--- config.mk ---
export PLATFORM = sky130hd
export DESIGN_NAME = wresp_rr_router_flat
export DESIGN_NICKNAME = d
export VERILOG_FILES = /design/src/rtl/wresp_rr_router_if.sv /design/src/rtl/wresp_rr_router.sv /design/src/flat_wrapper.sv
export SDC_FILE = /design/constraint.sdc
export NUM_CORES = 1
export LEC_CHECK = 0
export CAP_MARGIN = 10
export CELL_PAD_IN_SITES_DETAIL_PLACEMENT = 2
export CELL_PAD_IN_SITES_GLOBAL_PLACEMENT = 2
export CORE_UTILIZATION = 30
export CTS_CLUSTER_DIAMETER = 200
export DETAILED_ROUTE_END_ITERATION = 10
export HOLD_SLACK_MARGIN = 0.12
export MAX_ROUTING_LAYER = met4
export PLACE_DENSITY = 0.84
export SYNTH_ARGS = -nofsm -noshare
export SYNTH_HDL_FRONTEND = slang
export SYNTH_SLANG_ARGS = --single-unit
--- constraint.sdc ---
create_clock -name clk -period 14.35 [get_ports clk]
set_clock_uncertainty 0.2 [all_clocks]
set_input_delay 2.87 -clock clk [delete_from_list [all_inputs] [get_ports clk]]
set_output_delay 2.87 -clock clk [all_outputs]
set_load 0.005 [all_outputs]
--- src/rtl/wresp_rr_router_if.sv ---
// wresp_rr_router_if: slave-side and master-side AXI B channels of the router
interface wresp_rr_router_if #(parameter int NUM_S = 3, NUM_M = 2, ID_BITS = 4, MIDX_BITS = 4);
  localparam int SID_BITS = MIDX_BITS + ID_BITS;
  logic [NUM_S*SID_BITS-1:0] S_BID;
  logic [NUM_S*2-1:0] S_BResp;
  logic [NUM_S-1:0] S_BValid;
  logic [NUM_S-1:0] S_BReady;
  logic [NUM_M*ID_BITS-1:0] M_BID;
  logic [NUM_M*2-1:0] M_BResp;
  logic [NUM_M-1:0] M_BValid;
  logic [NUM_M-1:0] M_BReady;
  modport slave (input S_BID, S_BResp, S_BValid, M_BReady, output S_BReady, M_BID, M_BResp, M_BValid);
  modport master (output S_BID, S_BResp, S_BValid, M_BReady, input S_BReady, M_BID, M_BResp, M_BValid);
endinterface

--- src/rtl/wresp_rr_router.sv ---
// wresp_rr_router: round-robin AXI B-channel router with a one-entry holding register
module wresp_rr_router #(parameter int NUM_S = 3, NUM_M = 2, ID_BITS = 4, MIDX_BITS = 4) (
  input  logic clk,
  input  logic rst,
  wresp_rr_router_if.slave b,
  output logic dec_err
);
  localparam int SID_BITS = MIDX_BITS + ID_BITS;
  localparam int PW = $clog2(NUM_S);
  typedef enum logic {IDLE, SEND} state_t;
  state_t st, nxt;
  logic [PW-1:0] ptr;
  logic [ID_BITS-1:0] hold_id;
  logic [1:0] hold_resp;
  logic [MIDX_BITS-1:0] hold_midx;
  logic found, in_range, take, ack, sel;
  int g;
  logic [SID_BITS-1:0] g_bid;
  logic [1:0] g_resp;
  always_comb begin
    found = 1'b0;
    g = 0;
    for (int i = 0; i < NUM_S; i++)
      if (!found && b.S_BValid[(int'(ptr) + i) % NUM_S]) begin
        found = 1'b1;
        g = (int'(ptr) + i) % NUM_S;
      end
  end
  assign g_bid = b.S_BID[g*SID_BITS +: SID_BITS];
  assign g_resp = b.S_BResp[2*g +: 2];
  assign in_range = 32'(g_bid[SID_BITS-1:ID_BITS]) < 32'(NUM_M);
  // no grant while reset is asserted, so a slave never sees a handshake that gets discarded
  assign take = rst && st == IDLE && found;
  assign ack = |(b.M_BValid & b.M_BReady);
  always_ff @(posedge clk)
    if (!rst) st <= IDLE;
    else st <= nxt;
  always_comb nxt = st == IDLE ? ((take && in_range) ? SEND : IDLE) : (ack ? IDLE : SEND);
  always_ff @(posedge clk)
    if (!rst) begin
      ptr <= '0;
      hold_id <= '0;
      hold_resp <= '0;
      hold_midx <= '0;
      dec_err <= 1'b0;
    end else begin
      dec_err <= take && !in_range;
      if (take) begin
        hold_id <= g_bid[ID_BITS-1:0];
        hold_midx <= g_bid[SID_BITS-1:ID_BITS];
        hold_resp <= g_resp;
        ptr <= PW'((g + 1) % NUM_S);
      end
    end
  always_comb begin
    sel = 1'b0;
    b.S_BReady = take ? NUM_S'(1) << g : '0;
    for (int m = 0; m < NUM_M; m++) begin
      sel = st == SEND && 32'(hold_midx) == m;
      b.M_BValid[m] = sel;
      b.M_BID[m*ID_BITS +: ID_BITS] = sel ? hold_id : '0;
      b.M_BResp[m*2 +: 2] = sel ? hold_resp : 2'b00;
    end
  end
endmodule
--- src/flat_wrapper.sv ---
// flat-port wrapper written by rule: the top's interface ports become plain ports
module wresp_rr_router_flat 
#(parameter int NUM_S = 3, NUM_M = 2, ID_BITS = 4, MIDX_BITS = 4)
  (clk, rst, dec_err, b_S_BID, b_S_BResp, b_S_BValid, b_M_BReady, b_S_BReady, b_M_BID, b_M_BResp, b_M_BValid);
  wresp_rr_router_if #(.NUM_S(NUM_S), .NUM_M(NUM_M), .ID_BITS(ID_BITS), .MIDX_BITS(MIDX_BITS)) b_i ();
  input  logic clk;
  input  logic rst;
  output logic dec_err;
  input wire logic [$bits(b_i.S_BID)-1:0] b_S_BID;
  input wire logic [$bits(b_i.S_BResp)-1:0] b_S_BResp;
  input wire logic [$bits(b_i.S_BValid)-1:0] b_S_BValid;
  input wire logic [$bits(b_i.M_BReady)-1:0] b_M_BReady;
  output wire logic [$bits(b_i.S_BReady)-1:0] b_S_BReady;
  output wire logic [$bits(b_i.M_BID)-1:0] b_M_BID;
  output wire logic [$bits(b_i.M_BResp)-1:0] b_M_BResp;
  output wire logic [$bits(b_i.M_BValid)-1:0] b_M_BValid;
  assign b_i.S_BID = b_S_BID;
  assign b_i.S_BResp = b_S_BResp;
  assign b_i.S_BValid = b_S_BValid;
  assign b_i.M_BReady = b_M_BReady;
  assign b_S_BReady = b_i.S_BReady;
  assign b_M_BID = b_i.M_BID;
  assign b_M_BResp = b_i.M_BResp;
  assign b_M_BValid = b_i.M_BValid;
  wresp_rr_router #(.NUM_S(NUM_S), .NUM_M(NUM_M), .ID_BITS(ID_BITS), .MIDX_BITS(MIDX_BITS)) u_core (.clk(clk), .rst(rst), .b(b_i), .dec_err(dec_err));
endmodule
==> out/qor.yml, run 1 <==
outcome: "finished, violations left"
failed_checks: "design-rule violations"
fmax_ghz: 0.112
drt-pass1-iter-count: 7
syn2layout_area_growth_pct: 31.8
ys_seq_elements: 14
finalSetupViolCount: 0
cp-end-kind: "flop"
hold_viol: 0
start_util_pct: 31.6
final_cell_mix: "clkdlybuf4s50_1, nand2_1, o21ai_0"
initialDrtViolationCount: 75
startpoint_type: "input pin"
yosys_most_used_dff: "dfxtp_1"
synth-edff-count: 0
cp_max_fo: 16
drv_slew: 0
grt_start_max_net_pins: 18
final_nets: 366
path_buf_inv: 4
grt_pass1_wl_mm: 11.6
slowest_delay_ns: 0.53
ctsResizeCount: 0
antenna_found_initial: 0
die_h_microns: 84.5
maxCapViolCount: 0
netSwitchingFraction_pct: 52.8
die_area_sq_mm: 0.00714
clk_pin_slew_ns: 0.06
clockBufferDepth: 2
seqPwrFrac_pct: 9.3
overflow: 0
cts_tree: "done"
routed_wl_mm: 7.21
nFillCells: 745
intPower_uw: 347
worst_pin_slew_ns: 0.742
antenna_cells: 0
cts_hold_buf: 0
synthCells: 262
critical_path_required_ns: 14.29
cts.sinks: 14
hold_path_class: "flop to flop"
grt_pass1_vias: 2298
die_w_microns: 84.5
port_buffers: 54
globalplace.congestion: 0.853
final_common_cell: "clkdlybuf4s50_1"
multi_input_area_sq_mm: 0.00165
drive_gt1_share_pct: 8.65
clkPwrFrac_pct: 5.4
track_usage_pct: 21.0
p_leak_nw: 1.04
ff_latch_area_sq_um: 280
fin_area_sq_mm: 0.00269
row_count: 29
syn_area_per_cell_sq_um: 7.79
drcViolationCount: 5
dp_hpwl_mm: 5.82
synth_nets: 315
min_period_over_period_pct: 62.4
placed_area_sq_mm: 0.00264
rsz0062_at_grt: "false"
p_sw_uw: 388
fin_cells: 389
critPathTopFamily: "compound AO/OA/AOI/OAI gates"
fin_crit_ns: 8.95
yosysWarnings: 0
dp.cells: 385
ys_types: 71
fp.coreArea_sq_mm: 0.00646
wl_per_cell_microns: 18.5
ir_drop_uv: 183
max-slew-margin-rel_pct: 50.3
ys_seq_area_share_pct: 13.7
p_total_uw: 735
cp_common_cell: "ha_1"
p_per_area_mw_per_mm2: 273
crit_slowest_cell: "or4b_1"
syn-cell-area_sq_mm: 0.00204
io_pins: 55
numCtsBuffers: 3
setup_tns_ns: 0
cp.arrival_ns: 8.90
viasPerCell: 5.55
htreeDepth: 1
cts-root-buf: "clkbuf_8"
num_vias: 2159
postRouteAntennaNets: 0
fin_util_pct: 41.7
clock_latency_ns: 0.25
p_comb_share_pct: 85.4
post_cts_buffers: 0
async_flop_share_pct: 0
worstSetupPathType: "input pin to flop"
[logic make-up (layout without fill, tap and decap cells)]
family                     Yosys count  in the layout  synth area share (%)
adders and majority gates           17             17                  10.3
and+or+nand+nor                    101            101                  27.8
AOI/OAI and AO/OA                   80             80                  29.7
xor gates and xnor gates             9              9                  4.78
DFF                                 14             14                  13.7
buffers and inverters               25             75                  5.58
muxes                               16             16                  8.15
[worst paths after layout]
kind | from | to | slack, ns | cells after the start
worst min-delay path | u_core.hold_midx[1]$_SDFFE_PN0P_ | u_core.hold_midx[1]$_SDFFE_PN0P_ | 0.28 | 2
worst min register to register | u_core.hold_midx[1]$_SDFFE_PN0P_ | u_core.hold_midx[1]$_SDFFE_PN0P_ | 0.28 | 2
worst max-delay path | b_S_BValid[0] | u_core.ptr[1]$_SDFFE_PN0P_ | 5.40 | 26
worst max register to register | u_core.ptr[1]$_SDFFE_PN0P_ | u_core.ptr[1]$_SDFFE_PN0P_ | 7.27 | 25
[synthesized netlist by cell type (3+ instances only)]
cell       n  area (sq um)
xnor2_1    7          61.3
o21a_1     5          37.5
dfxtp_1   14           280
nand2_1   28           105
nor2_1    12          45.0
a22o_1     6          52.6
and2_1    17           106
nand3_1    7          35.0
o41a_1     3          33.8
or3_1      4          25.0
ha_1      16           200
o21ai_1    3          15.0
mux2i_1   14           140
nand4_1    3          18.8
nor3_1     5          25.0
or2_1      3          18.8
o21ai_0   25           125
inv_1     13          48.8
a21oi_1    7          35.0
clkbuf_1   5          18.8
[layout make-up]
class	instances	area share (%)
clock buffer	4	2.05
inverter	15	2.09
multi-input combinational	223	61.2
sequential	14	10.4
tap	77	3.58
timing repair buffer	56	20.6
[power groups by stage]
stage,Combinational (mW),Clock (mW),Sequential (mW)
4_1_cts,0.631,0.0405,0.0683
6_report,0.627,0.0394,0.0682
2_1_floorplan,0.484,0,0.0640
5_1_grt,0.697,0.0424,0.0701
3_3_place_gp,0.602,0,0.0680
3_5_place_dp,0.626,0,0.0689
[worst reg2reg max path: stages, from the launching register on]
cell,delay (ns)
dfxtp_1,0.56
inv_1,0.23
ha_1,0.47
or3b_4,0.47
o21a_4,0.16
o21ai_0,0.15
a22oi_1,0.08
buf_4,0.22
ha_1,0.32
or4_1,0.58
nand4_1,0.12
nand4_1,0.13
a22oi_2,0.36
nor2_1,0.09
a21oi_1,0.13
ha_1,0.27
inv_1,0.11
or4b_1,0.53
o32a_1,0.26
a221oi_4,0.35
xnor2_1,0.11
ha_1,0.20
nor2_1,0.13
o31ai_2,0.10
or3_1,0.39
a32o_1,0.26
[sequential cells by signal, summed over array words and instances, names as in the netlist]
| signal | flops |
|---|---|
| u_core.hold_id | 4 |
| u_core.st | 1 |
| u_core.dec_err | 1 |
| u_core.hold_midx | 4 |
| u_core.hold_resp | 2 |
| u_core.ptr | 2 |
[routing by layer]
metal / GRT usage (%) / up-vias / wire length [microns]
met5: - / - / 0
met4: 3.39 / 0 / 78
met3: 1.67 / 11 / 149
met2: 36.1 / 28 / 3540
met1: 27.2 / 1058 / 3440
li1: - / 1062 / -
[metrics by stage]
stage	worst slack [ns]	hold slack, ns
detailed placement	5.12	0.277
CTS	5.36	0.289
floorplan	5.63	0.244
global placement	5.35	0.264
finish	5.40	0.282
global route	4.93	0.315
Note: power is estimated with default switching activity, not from simulation.
==> run 2: changes to the inputs <==
--- a/config.mk
+++ b/config.mk
@@ -8,12 +8,12 @@
 export CAP_MARGIN = 10
 export CELL_PAD_IN_SITES_DETAIL_PLACEMENT = 2
 export CELL_PAD_IN_SITES_GLOBAL_PLACEMENT = 2
-export CORE_UTILIZATION = 30
+export CORE_UTILIZATION = 25
 export CTS_CLUSTER_DIAMETER = 200
 export DETAILED_ROUTE_END_ITERATION = 10
 export HOLD_SLACK_MARGIN = 0.12
 export MAX_ROUTING_LAYER = met4
-export PLACE_DENSITY = 0.84
+export PLACE_DENSITY = 0.74
 export SYNTH_ARGS = -nofsm -noshare
 export SYNTH_HDL_FRONTEND = slang
 export SYNTH_SLANG_ARGS = --single-unit
==> constraint.sdc (replaced) <==
create_clock -name clk -period 7.8 [get_ports clk]
set_clock_uncertainty 0.2 [all_clocks]
set_input_delay 1.56 -clock clk [delete_from_list [all_inputs] [get_ports clk]]
set_output_delay 1.56 -clock clk [all_outputs]
set_load 0.005 [all_outputs]
==> out/qor.yml, run 2 (synthesis results as in run 1) <==
p_leak_nw: 1.06  # +2.0%
post-place-ws_ns: 0.209  # -4.92 ns
ff_latch_area_sq_um: 280  # unchanged
cts_hold_buf: 0  # unchanged
nFillCells: 941  # +26%
port_buffers: 54  # unchanged
start_util_pct: 26.2  # -5.5 points
grt_pass1_wl_mm: 12.3  # +6.1%
antenna_found_initial: 0  # unchanged
drt-pass1-iter-count: 4  # -3
grt_start_max_net_pins: 17  # -1
whs_ns: 0.280  # -0.00171 ns
wl_met2_mm: 3.51  # -1.0%
p_per_area_mw_per_mm2: 496  # +82%
fin_cells: 418  # +7.5%
fp.coreArea_sq_mm: 0.00781  # +21%
ctsResizeCount: 0  # unchanged
htreeDepth: 1  # unchanged
met3_wirelength_microns: 200  # +34%
ir_drop_uv: 209  # +15%
fmax_ghz: 0.136
antenna_cells: 0  # unchanged
numCtsBuffers: 3  # unchanged
setup_ws_ns: 0.443  # -4.95 ns
clk_pin_slew_ns: 0.06  # about the same
dp_hpwl_mm: 5.95  # +2.2%
drv_slew: 0  # unchanged
routed_wl_mm: 7.28  # +0.98%
critical_path_required_ns: 7.74  # -6.55 ns
die_w_microns: 92.4  # +9.3%
clockBufferDepth: 2  # unchanged
outcome: "completed"
final_nets: 370  # +1.1%
wl_met1_mm: 3.52  # +2.3%
highest_layer: "met4"
final_cell_mix: "clkdlybuf4s50_1, nand2_1, o21ai_0"
worst_pin_slew_ns: 0.669  # -0.0736 ns
top_regs: "u_core.hold_id (4), u_core.hold_midx (4)"
cp-end-kind: "flop"
grt_pass1_vias: 2358  # +2.6%
cts_tree: "done"
fin_area_sq_mm: 0.00275  # +2.3%
cp_max_fo: 8  # -8
track_usage_pct: 18.4  # -2.5 points
overflow: 0  # unchanged
post_cts_buffers: 0  # unchanged
maxCapViolCount: 0  # unchanged
rsz0062_at_grt: "false"
dp.cells: 414  # +7.5%
cts.sinks: 14  # unchanged
finalSetupViolCount: 0  # unchanged
initialDrtViolationCount: 75  # unchanged
postRouteAntennaNets: 0  # unchanged
drcViolationCount: 0  # -5
hold_viol: 0  # unchanged
fin_crit_ns: 7.36
row_count: 32  # +10%
wl_per_cell_microns: 17.4  # -6.0%
startpoint_type: "input pin"
drive_gt1_share_pct: 9.81  # +1.2 points
worstSetupPathType: "input pin to flop"
max-slew-margin-rel_pct: 55.3  # +4.9 points
multi_input_area_sq_mm: 0.00165  # unchanged
syn2layout_area_growth_pct: 34.8
cts-root-buf: "clkbuf_8"
clock_latency_ns: 0.25  # about the same
min_period_over_period_pct: 94.3
io_pins: 55  # unchanged
cp.arrival_ns: 7.30  # -1.60 ns
hold_path_class: "flop to flop"
num_vias: 2165  # +0.28%
viasPerCell: 5.18  # -6.7%
setup_tns_ns: 0  # unchanged
die_area_sq_mm: 0.00853  # +20%
globalplace.congestion: 0.807  # -5.4%
die_h_microns: 92.4  # +9.3%
final_common_cell: "clkdlybuf4s50_1"
placed_area_sq_mm: 0.00270  # +2.3%
## run 2: cell types whose count changed in the layout (fill, tap and decap cells not counted), sizes merged
cell and delta:
buf +4
## run 2: worst paths after layout
| check | from | end | slack [ns] | cells past startpoint |
|---|---|---|---|---|
| worst max-delay path | b_S_BValid[1] | u_core.ptr[1]$_SDFFE_PN0P_ | 0.44 | 25 |
| worst min-delay path | u_core.hold_midx[3]$_SDFFE_PN0P_ | u_core.hold_midx[3]$_SDFFE_PN0P_ | 0.28 | 2 |
| worst max register to register | u_core.ptr[1]$_SDFFE_PN0P_ | u_core.ptr[1]$_SDFFE_PN0P_ | 1.12 | 25 |
| worst min register to register | u_core.hold_midx[3]$_SDFFE_PN0P_ | u_core.hold_midx[3]$_SDFFE_PN0P_ | 0.28 | 2 |
## run 2: power breakdown
part	total [mW]	switching, mW	leakage (nW)	internal, mW
combinational	1.17	0.664	0.917	0.503
clock	0.0720	0.0273	0.0288	0.0447
sequential	0.125	0.0242	0.116	0.101
total	1.36	0.715	1.06	0.649
## run 2: cell type report
class	count	area share, %
Sequential cell	14	10.2
Inverter	15	2.05
Clock buffer	4	2.00
Tap cell	102	4.64
Multi-Input combinational cell	223	59.9
Timing Repair Buffer	60	21.3
## run 2: worst max-delay path, cell delays in order
cell             delay (ns)
clkdlybuf4s50_1        0.49
mux2_4                 0.32
a21o_1                 0.21
nand3_1                0.08
o21ai_0                0.08
a22oi_1                0.27
ha_1                   0.38
and2_1                 0.22
nand3_1                0.09
o41a_1                 0.41
nand4_1                0.10
a22oi_2                0.07
buf_4                  0.18
a21oi_1                0.15
ha_1                   0.27
inv_1                  0.11
or4b_1                 0.53
o32a_1                 0.26
a221oi_4               0.35
xnor2_1                0.11
ha_1                   0.19
nor2_1                 0.13
o31ai_2                0.10
or3_1                  0.39
a32o_1                 0.26
## run 2: through the flow
| step | power [mW] | utilization [%] |
|---|---|---|
| global route | 1.52 | 35.3 |
| floorplan | 1.01 | - |
| global placement | 1.27 | 34.6 |
| finish | 1.36 | 35.3 |
| detailed placement | 1.30 | 34.6 |
| CTS | 1.38 | 35.3 |
## run 2: layer usage
layer | up-vias | GRT usage, %
met5 | - | -
met4 | 0 | 2.08
met3 | 6 | 1.81
met2 | 34 | 31.5
met1 | 1052 | 24.1
li1 | 1073 | -
